[config.mk]
export PLATFORM = sky130hd
export DESIGN_NAME = uart_tx_fifo
export DESIGN_NICKNAME = d
export VERILOG_FILES = /design/src/rtl/uart_pkg.sv /design/src/rtl/sync_fifo.sv /design/src/rtl/uart_tx_fifo.sv
export SDC_FILE = /design/constraint.sdc
export NUM_CORES = 1
export LEC_CHECK = 0
export ABC_CLOCK_PERIOD_IN_PS = 3280
export CAP_MARGIN = 15
export CORE_UTILIZATION = 55
export DETAILED_ROUTE_END_ITERATION = 6
export MAX_ROUTING_LAYER = met4
export PLACE_DENSITY_LB_ADDON = 0.08
export SYNTH_ARGS = -nofsm -noshare
export SYNTH_HDL_FRONTEND = slang
export SYNTH_SLANG_ARGS = --single-unit
[constraint.sdc]
create_clock -name clk -period 3.28 [get_ports clk]
set_input_delay 0.328 -clock clk [delete_from_list [all_inputs] [get_ports clk]]
set_output_delay 0.328 -clock clk [all_outputs]
set_load 0.05 [all_outputs]
[src/rtl/uart_pkg.sv]
// Shared UART definitions: transmitter state encoding and the baud-rate divisor helper.
package uart_pkg;

  typedef enum logic [2:0] {
    IDLE,
    START,
    DATA,
    PARITY,
    STOP
  } tx_state_t;

  // Divisor is rounded to the nearest whole clock.
  function automatic int clks_per_bit(input int sys_clk, input int baud);
    return (sys_clk + baud / 2) / baud;
  endfunction

endpackage

[src/rtl/sync_fifo.sv]
// Synchronous FIFO with registered full/empty/count flags and a first-word-fall-through read port.
module sync_fifo #(
  parameter int WIDTH = 8,
  parameter int DEPTH = 16
) (
  input  logic                       clk,
  input  logic                       rst,
  input  logic                       wr_en,
  input  logic [WIDTH-1:0]           wr_data,
  input  logic                       rd_en,
  output logic [WIDTH-1:0]           rd_data,
  output logic                       full,
  output logic                       empty,
  output logic [$clog2(DEPTH+1)-1:0] count
);

  localparam int AW = $clog2(DEPTH);
  localparam int CW = $clog2(DEPTH + 1);

  logic [AW:0]      wr_ptr_q, wr_ptr_d;
  logic [AW:0]      rd_ptr_q, rd_ptr_d;
  logic [CW-1:0]    count_q, count_d;
  logic             full_q, full_d;
  logic             empty_q, empty_d;
  logic [WIDTH-1:0] mem_q [DEPTH];
  logic             push;
  logic             pop;

  assign push = wr_en && !full_q;
  assign pop  = rd_en && !empty_q;

  // The extra pointer MSB separates a full ring (MSBs differ) from an empty one (pointers equal).
  always_comb begin
    wr_ptr_d = push ? wr_ptr_q + (AW + 1)'(1) : wr_ptr_q;
    rd_ptr_d = pop  ? rd_ptr_q + (AW + 1)'(1) : rd_ptr_q;
    empty_d  = (wr_ptr_d == rd_ptr_d);
    full_d   = (wr_ptr_d[AW] != rd_ptr_d[AW]) && (wr_ptr_d[AW-1:0] == rd_ptr_d[AW-1:0]);
    count_d  = CW'(wr_ptr_d - rd_ptr_d);
  end

  always_ff @(posedge clk) begin
    if (rst) begin
      wr_ptr_q <= '0;
      rd_ptr_q <= '0;
      count_q  <= '0;
      full_q   <= 1'b0;
      empty_q  <= 1'b1;
    end else begin
      wr_ptr_q <= wr_ptr_d;
      rd_ptr_q <= rd_ptr_d;
      count_q  <= count_d;
      full_q   <= full_d;
      empty_q  <= empty_d;
    end
  end

  always_ff @(posedge clk) begin
    if (push) begin
      mem_q[wr_ptr_q[AW-1:0]] <= wr_data;
    end
  end

  assign rd_data = mem_q[rd_ptr_q[AW-1:0]];
  assign full    = full_q;
  assign empty   = empty_q;
  assign count   = count_q;

endmodule

[src/rtl/uart_tx_fifo.sv]
// Buffered UART transmitter: queued bytes are sent back-to-back at a fixed baud rate.
// Define UART_TX_PARITY_EN to insert a parity bit (sense chosen by PARITY_ODD) after the data bits.
module uart_tx_fifo
  import uart_pkg::*;
#(
  parameter int DATA_BITS  = 8,
  parameter int BAUD       = 9600,
  parameter int SYS_CLK    = 12000000,
  parameter int STOP_BITS  = 1,
  parameter int FIFO_DEPTH = 16,
  parameter int PARITY_ODD = 0
) (
  input  logic                            clk,
  input  logic                            rst,
  input  logic                            enable,
  input  logic [DATA_BITS-1:0]            tx_input,
  input  logic                            new_data,
  output logic                            tx_wire,
  output logic                            ready,
  output logic                            busy,
  output logic [$clog2(FIFO_DEPTH+1)-1:0] fifo_count,
  output logic                            overflow
);

  localparam int CPB = clks_per_bit(SYS_CLK, BAUD);
  localparam int BW  = $clog2(CPB + 1);
  localparam int IW  = $clog2(DATA_BITS + 1);
`ifdef UART_TX_PARITY_EN
  localparam tx_state_t AFTER_DATA = PARITY;
`else
  localparam tx_state_t AFTER_DATA = STOP;
`endif

  tx_state_t            state_q, state_d;
  logic [BW-1:0]        baud_q, baud_d;
  logic [IW-1:0]        idx_q, idx_d;
  logic [DATA_BITS-1:0] shift_q, shift_d;
  logic                 parity_q, parity_d;
  logic                 tx_q, line_d;
  logic                 busy_q;
  logic                 overflow_q;

  logic                 fifo_full;
  logic                 fifo_empty;
  logic [DATA_BITS-1:0] fifo_rdata;
  logic                 pop;
  logic                 bit_end;
  logic                 start_ok;

  sync_fifo #(
    .WIDTH(DATA_BITS),
    .DEPTH(FIFO_DEPTH)
  ) u_fifo (
    .clk    (clk),
    .rst    (rst),
    .wr_en  (new_data),
    .wr_data(tx_input),
    .rd_en  (pop),
    .rd_data(fifo_rdata),
    .full   (fifo_full),
    .empty  (fifo_empty),
    .count  (fifo_count)
  );

  assign bit_end  = (baud_q == BW'(CPB - 1));
  assign start_ok = enable && !fifo_empty;

  always_comb begin
    state_d  = state_q;
    baud_d   = baud_q;
    idx_d    = idx_q;
    shift_d  = shift_q;
    parity_d = parity_q;
    pop      = 1'b0;
    if (state_q != IDLE) begin
      baud_d = bit_end ? '0 : baud_q + 1'b1;
    end
    unique case (state_q)
      IDLE: begin
        if (start_ok) begin
          pop     = 1'b1;
          state_d = START;
        end
      end
      START: begin
        if (bit_end) begin
          state_d = DATA;
          idx_d   = '0;
        end
      end
      DATA: begin
        if (bit_end) begin
          shift_d = shift_q >> 1;
          if (idx_q == IW'(DATA_BITS - 1)) begin
            idx_d   = '0;
            state_d = AFTER_DATA;
          end else begin
            idx_d = idx_q + 1'b1;
          end
        end
      end
      PARITY: begin
        if (bit_end) begin
          state_d = STOP;
          idx_d   = '0;
        end
      end
      STOP: begin
        if (bit_end) begin
          if (idx_q != IW'(STOP_BITS - 1)) begin
            idx_d = idx_q + 1'b1;
          end else if (start_ok) begin
            pop     = 1'b1;
            state_d = START;
          end else begin
            state_d = IDLE;
          end
        end
      end
      default: state_d = IDLE;
    endcase
    if (pop) begin
      shift_d  = fifo_rdata;
      parity_d = (^fifo_rdata) ^ (PARITY_ODD != 0);
    end
  end

  // Line level follows the current state; registering it keeps tx_wire glitch-free.
  always_comb begin
    line_d = 1'b1;
    unique case (state_q)
      START:   line_d = 1'b0;
      DATA:    line_d = shift_q[0];
      PARITY:  line_d = parity_q;
      default: line_d = 1'b1;
    endcase
  end

  always_ff @(posedge clk) begin
    if (rst) begin
      state_q    <= IDLE;
      baud_q     <= '0;
      idx_q      <= '0;
      shift_q    <= '0;
      parity_q   <= 1'b0;
      tx_q       <= 1'b1;
      busy_q     <= 1'b0;
      overflow_q <= 1'b0;
    end else begin
      state_q    <= state_d;
      baud_q     <= baud_d;
      idx_q      <= idx_d;
      shift_q    <= shift_d;
      parity_q   <= parity_d;
      tx_q       <= line_d;
      busy_q     <= (state_q != IDLE);
      overflow_q <= overflow_q || (new_data && fifo_full);
    end
  end

  assign tx_wire  = tx_q;
  assign ready    = !fifo_full;
  assign busy     = busy_q;
  assign overflow = overflow_q;

endmodule

==> reports/metrics.cfg <==
[status]
status = complete, no violations

[hold_path]
hold_path.class = register to register

[drt]
wl_per_cell_um = 21.8
first_pass_iters = 5
vias_per_cell = 6.05
vias = 4933
ant_nets = 0
drcViolationCount = 0
wl_um = 17800
drtIter0Drc = 467

[synth]
yosys_warnings = 0
yosysTopAreaCellShare = 0.474
ys_top_cells_by_area = edfxtp_1 47%, dfxtp_1 12%, mux4_2 11%
synth.avg_cell_area_um2 = 14.0
ys_seq_area_frac = 0.590
ys_types = 47
synth_top_flop_cell = edfxtp_1
yosysMostFrequentCell = edfxtp_1
synth_top_area_cell = edfxtp_1
syn_nets = 603
synth_common_cells = 128 x edfxtp_1, 75 x xor2_1, 47 x dfxtp_1
synth-seq-cells = 175
synth-edff-count = 128
async_flop_share = 0
netlist_area_um2 = 8120
netlist_instances = 580

[clock_tree]
clk_pin_slew_ns = 0.07
cts_max_level = 4
cts_sinks = 175
cts_tree = done
clock_tree.root_cell = clkbuf_16
cts_hold_buf = 0
clk_latency_ns = 0.43
cts_made_buffers = 17
cts_buffer_depth = 2

[timing]
hold_violations = 0
setup_viol = 0
timing.slew.headroom = 0.532
worstMarginPinSlew_ns = 0.697
rsz0062_at_grt = no
finalCriticalPeriod_ns = 3.15
slew_violations = 0
post-route-period-util = 0.960
setup_tns_ns = 0
fmax_mhz = 317
fin_skew_ns = 0.00976

[setup_path]
cp_cell_sequence = or4b_4, o41a_4, or2_4, xnor2_1, ha_2, inv_1, ha_1, inv_1, o31a_1, maj3_2, maj3_2, mux2i_1
end_kind = register
slowest_delay_ns = 0.56
required_ns = 3.60
cp_slowest_cell = or4b_4
critPathLaunchType = register
critPathArrivalTime_ns = 3.47
cp_max_fo = 5
worstSetupPathType = register to register

[cells_and_area]
antenna_cells = 0
design_area_um2 = 9250
final_layout_size_suffix_gt1_frac = 0.174
areaGrowthSynthToFinish_pct = 14.0
stdcell_count = 815
fin_nets = 641

[placement]
gp_congestion = 0.848
placed_cells = 781
io_buffers = 20
postPlaceCellArea_um2 = 8640
dpl.hpwl_um = 12700

[floorplanning]
core_um2 = 14500
dieArea_um2 = 15200
io-pin-count = 21
die_x_um = 123
initial_core_util = 0.560
die_h_um = 123
rows = 44

[grt]
antenna_found_initial = 0
overflow = 0
grt_pass1_wl_um = 27100
grt_max_degree = 42
grtUsageTotal = 0.261
grt_pass1_vias = 4855

[power_and_ir_drop]
p_leak_nw = 3.11
p_per_area_nw_per_um2 = 559
ir_drop_mv = 0.408

[flow_run]
max_cap_violations = 0

-- cell usage in the layout, fill, tap and decap left out, drive strengths merged, types with 19 or more instances in the layout --
cell / n
edfxtp: 128
xor2: 75
dfxtp: 47
nor2: 45
mux4: 40
o22ai: 32
buf: 25
xnor2: 20
clkdlybuf4s50: 20
inv: 19
-- registers in the layout (all words and copies together), names as in the netlist, 3 cells and up --
| register | cells |
|---|---|
| baud_q | 11 |
| idx_q | 4 |
| shift_q | 8 |
| state_q | 3 |
| u_fifo.count | 5 |
| u_fifo.mem_q | 128 |
| u_fifo.rd_ptr_q | 5 |
| u_fifo.wr_ptr_q | 5 |
-- cells by family after synthesis --
logic type / share of synthesized area
AO/OA/AOI/OAI: 0.0535
XOR/XNOR: 0.103
adder cells (fa/ha/maj): 0.0210
buffers and inverters: 0.0179
flip-flops: 0.590
multiplexers: 0.123
AND/OR/NAND/NOR: 0.0922
-- cell type report --
class / instances / area, um^2
clock inverter: 15 / 155
fill: 1084 / 5230
tap: 184 / 230
clock buffer: 17 / 425
sequential: 175 / 4790
inverter: 12 / 45.0
timing repair buffer: 45 / 400
multi-input combinational: 367 / 3200
-- where the power goes --
| part | switching [W] | internal (W) | total (W) | leakage [nW] |
|---|---|---|---|---|
| registers | 0.0000421 | 0.00244 | 0.00248 | 1.54 |
| logic | 0.000380 | 0.000321 | 0.000700 | 1.29 |
| clock network | 0.000860 | 0.00113 | 0.00199 | 0.280 |
| total | 0.00128 | 0.00389 | 0.00517 | 3.11 |
-- what timing repair did --
item	CTS	global route
gates resized for setup	1	6
endpoints found under the setup margin	1	1
pin swaps	0	2
buffers inserted	0	2
-- worst max-delay path: cells and delay by family (launching register included) --
| family | cells | cell delay [ns] |
|---|---|---|
| buf+inv | 2 | 0.11 |
| fa+ha+maj | 4 | 0.97 |
| mux | 1 | 0.12 |
| flops | 1 | 0.34 |
| simple gates | 2 | 0.80 |
| xor+xnor | 1 | 0.14 |
| compound gates | 2 | 0.57 |
-- per-layer routing --
metal	vias to the layer above	share of wire	track usage
li1	2274	-	-
met1	2482	0.44	0.349
met2	162	0.48	0.398
met3	15	0.069	0.0669
met4	0	0.013	0.0723
met5	-	0	-
-- metrics by stage --
stage          power, W  setup slack (ns)  hold WS, ns   util
2_1_floorplan   0.00300            0.0342        0.427      -
3_3_place_gp    0.00322            0.0728        0.454  0.597
3_5_place_dp    0.00322         -0.000462        0.462  0.597
4_1_cts         0.00519           0.00382        0.477  0.637
5_1_grt         0.00536            0.0147        0.511  0.639
6_report        0.00517             0.130        0.470  0.639
-- path summary, 6_finish.rpt --
path	from	to	slack (ns)	depth (start not counted)
hold reg to reg	overflow$_SDFF_PP0_	overflow$_SDFF_PP0_	0.47	2
setup / recovery	baud_q[3]$_SDFFE_PP0P_	u_fifo.count[4]$_SDFF_PP0_	0.13	12
setup reg to reg	baud_q[3]$_SDFFE_PP0P_	u_fifo.count[4]$_SDFF_PP0_	0.13	12
hold / removal	overflow$_SDFF_PP0_	overflow$_SDFF_PP0_	0.47	2
Note: power is estimated with default switching activity, not from simulation.
==> variant, RTL diff (config.mk and constraints unchanged) <==
The 5 states of `tx_state_t` get a Gray code encoding in 3 bits.
--- a/src/rtl/uart_pkg.sv
+++ b/src/rtl/uart_pkg.sv
@@ -2,11 +2,11 @@
 package uart_pkg;
 
   typedef enum logic [2:0] {
-    IDLE,
-    START,
-    DATA,
-    PARITY,
-    STOP
+    IDLE   = 3'b000,
+    START  = 3'b001,
+    DATA   = 3'b011,
+    PARITY = 3'b010,
+    STOP   = 3'b110
   } tx_state_t;
 
   // Divisor is rounded to the nearest whole clock.
Behaviour: same outputs for any inputs over 10 cycles, from zero or initial values and one cycle with rst high; not proved beyond that.
==> variant against the unedited design <==
  * Utilization rose by 2.3 points
  * First-iteration DRC count decreased by 22%
  * Die area fell by 10%
  * Total power up 8.9%
  * Fmax is 0.31% higher
  * Worst setup slack gained 0.0097 ns
  * Routed wire length decreased by 24%
  * Global-route usage decreased by 3.6 points
  * Area after synthesis decreased by 10%
  * Count of clock-buffer cells in the layout up 1
  * Sequential cell count stayed put
  * Sequential power rose by 3%
  * Cell area fell by 9.0%
  * Synthesized cell count fell by 15%
  * Critical path type unchanged
==> variant: results (changes against the unedited design) <==
Total routed wirelength = 13400 um (was 17800 um)
Number of fillers in the final layout = 953 (was 1084)
Global-route wire length before repair = 21300 um (was 27100 um)
Synth cell types = 45 (was 47)
Final std cells w/o fill = 714 (was 815)
Cell Count Post-Placement = 674 (was 781)
Initial DRC count = 365 (was 467)
Clk_skew = 0.00729 ns (was 0.00976 ns)
Largest net degree at the start of global routing = 25 (was 42)
Area after DPL = 0.00772 mm^2 (was 0.00864 mm^2)
Number of diodes = 0 (unchanged)
CTS root buffer = clkbuf_16 (unchanged)
HPWL Detailed = 8920 um (was 12700 um)
Vias = 4051 (was 4933)
Slew of the pin with the lowest slew margin = 0.607 ns (was 0.697 ns)
Routed Antenna Nets = 0 (unchanged)
Synth area leaders = edfxtp_1 (53%), dfxtp_1 (13%), mux4_2 (9.9%) (was edfxtp_1 (47%), dfxtp_1 (12%), mux4_2 (11%))
Peak supply drop = 0.000537 V (was 0.000408 V)
Sequential-to-total area share from yosys stat = 65.9% (was 59.0%)
Worst path arrival time = 3.50 ns (was 3.47 ns)
Net Count, Synth = 515 (was 603)
Status = completed (unchanged)
Nets = 553 (was 641)
Critical Path Fanout Max = 4 (was 5)
Gp weighted congestion = 0.857 (was 0.848)
Leak = 2.83 nW (was 3.11 nW)
Gr usage total = 22.5% (was 26.1%)
Fraction of registers with async set/reset = 0% (unchanged)
Share of cells above drive strength 1 = 18.5% (was 17.4%)
Vias in the first global route = 3960 (was 4855)
Commonest cells in the netlist = edfxtp_1 (128), nor2_1 (57), dfxtp_1 (47), mux4_2 (32), a21oi_1 (19) (was edfxtp_1 (128), xor2_1 (75), dfxtp_1 (47), nor2_1 (45), mux4_2 (40))
FF/Latch Area = 0.00479 mm^2 (about the same)
YS warnings = 0 (unchanged)
Synthesized area per cell = 14.8 um^2 (was 14.0 um^2)
[variant: final cells by class]
type	instances	area share [%]
flip-flops and latches	175	56.9
multi-input cells	283	28.4
clock buffers	18	5.10
repair buffers	42	4.70
well taps	172	2.56
clock inverters	14	1.95
inverters	10	0.446
[variant: cells by family (layout without fill, tap and decap cells)]
group | after synthesis | in the layout | share of synthesized area [%]
DFF | 175 | 175 | 65.9
buffers and inverters | 33 | 84 | 1.77
muxes | 42 | 42 | 11.3
xor gates and xnor gates | 28 | 28 | 3.38
and+or+nand+nor | 138 | 138 | 10.0
AOI/OAI and AO/OA | 62 | 62 | 5.41
adders and majority gates | 13 | 13 | 2.22
[variant: report_power, final]
group,total (mW),leakage [nW],switching (mW),internal [mW]
registers,2.56,1.54,0.0811,2.48
logic,1.05,1.01,0.574,0.481
clock network,2.02,0.286,0.822,1.19
[variant: worst paths after layout]
check	startpoint	cells past startpoint	end	slack, ns
setup / recovery	baud_q[4]	11	u_fifo.count[4]	0.14
hold / removal	shift_q[7]	2	shift_q[7]	0.47
setup reg to reg	baud_q[4]	11	u_fifo.count[4]	0.14
hold reg to reg	shift_q[7]	2	shift_q[7]	0.47
[variant: metal layers]
metal / global-route usage [%] / wire, um
met3: 6.85 / 653
met4: 6.41 / 108
met5: - / 0
met2: 34.0 / 6590
met1: 29.7 / 6090
[variant: worst max-delay path: stages (launching register included)]
cell,delay (ns)
dfxtp_2,0.33
or4b_4,0.54
nor4b_4,0.32
a32oi_4,0.24
mux2i_4,0.29
nand2_2,0.10
nor2b_1,0.15
ha_1,0.19
a21o_1,0.17
maj3_2,0.30
a2111o_1,0.37
o21ai_1,0.08
[variant: stage by stage]
stage | total power, mW | setup WS [ns]
6_report | 5.63 | 0.140
2_1_floorplan | 3.37 | 0.0363
3_5_place_dp | 3.61 | 0.0448
3_3_place_gp | 3.59 | 0.114
4_1_cts | 5.62 | 0.0252
5_1_grt | 5.88 | -0.0101
[variant: what timing repair did]
item	in CTS	in global routing
hold buffers	0	0
resized for setup	0	6
endpoints found under the setup margin	0	3
endpoints found under the hold margin	0	0
buffers inserted	0	7
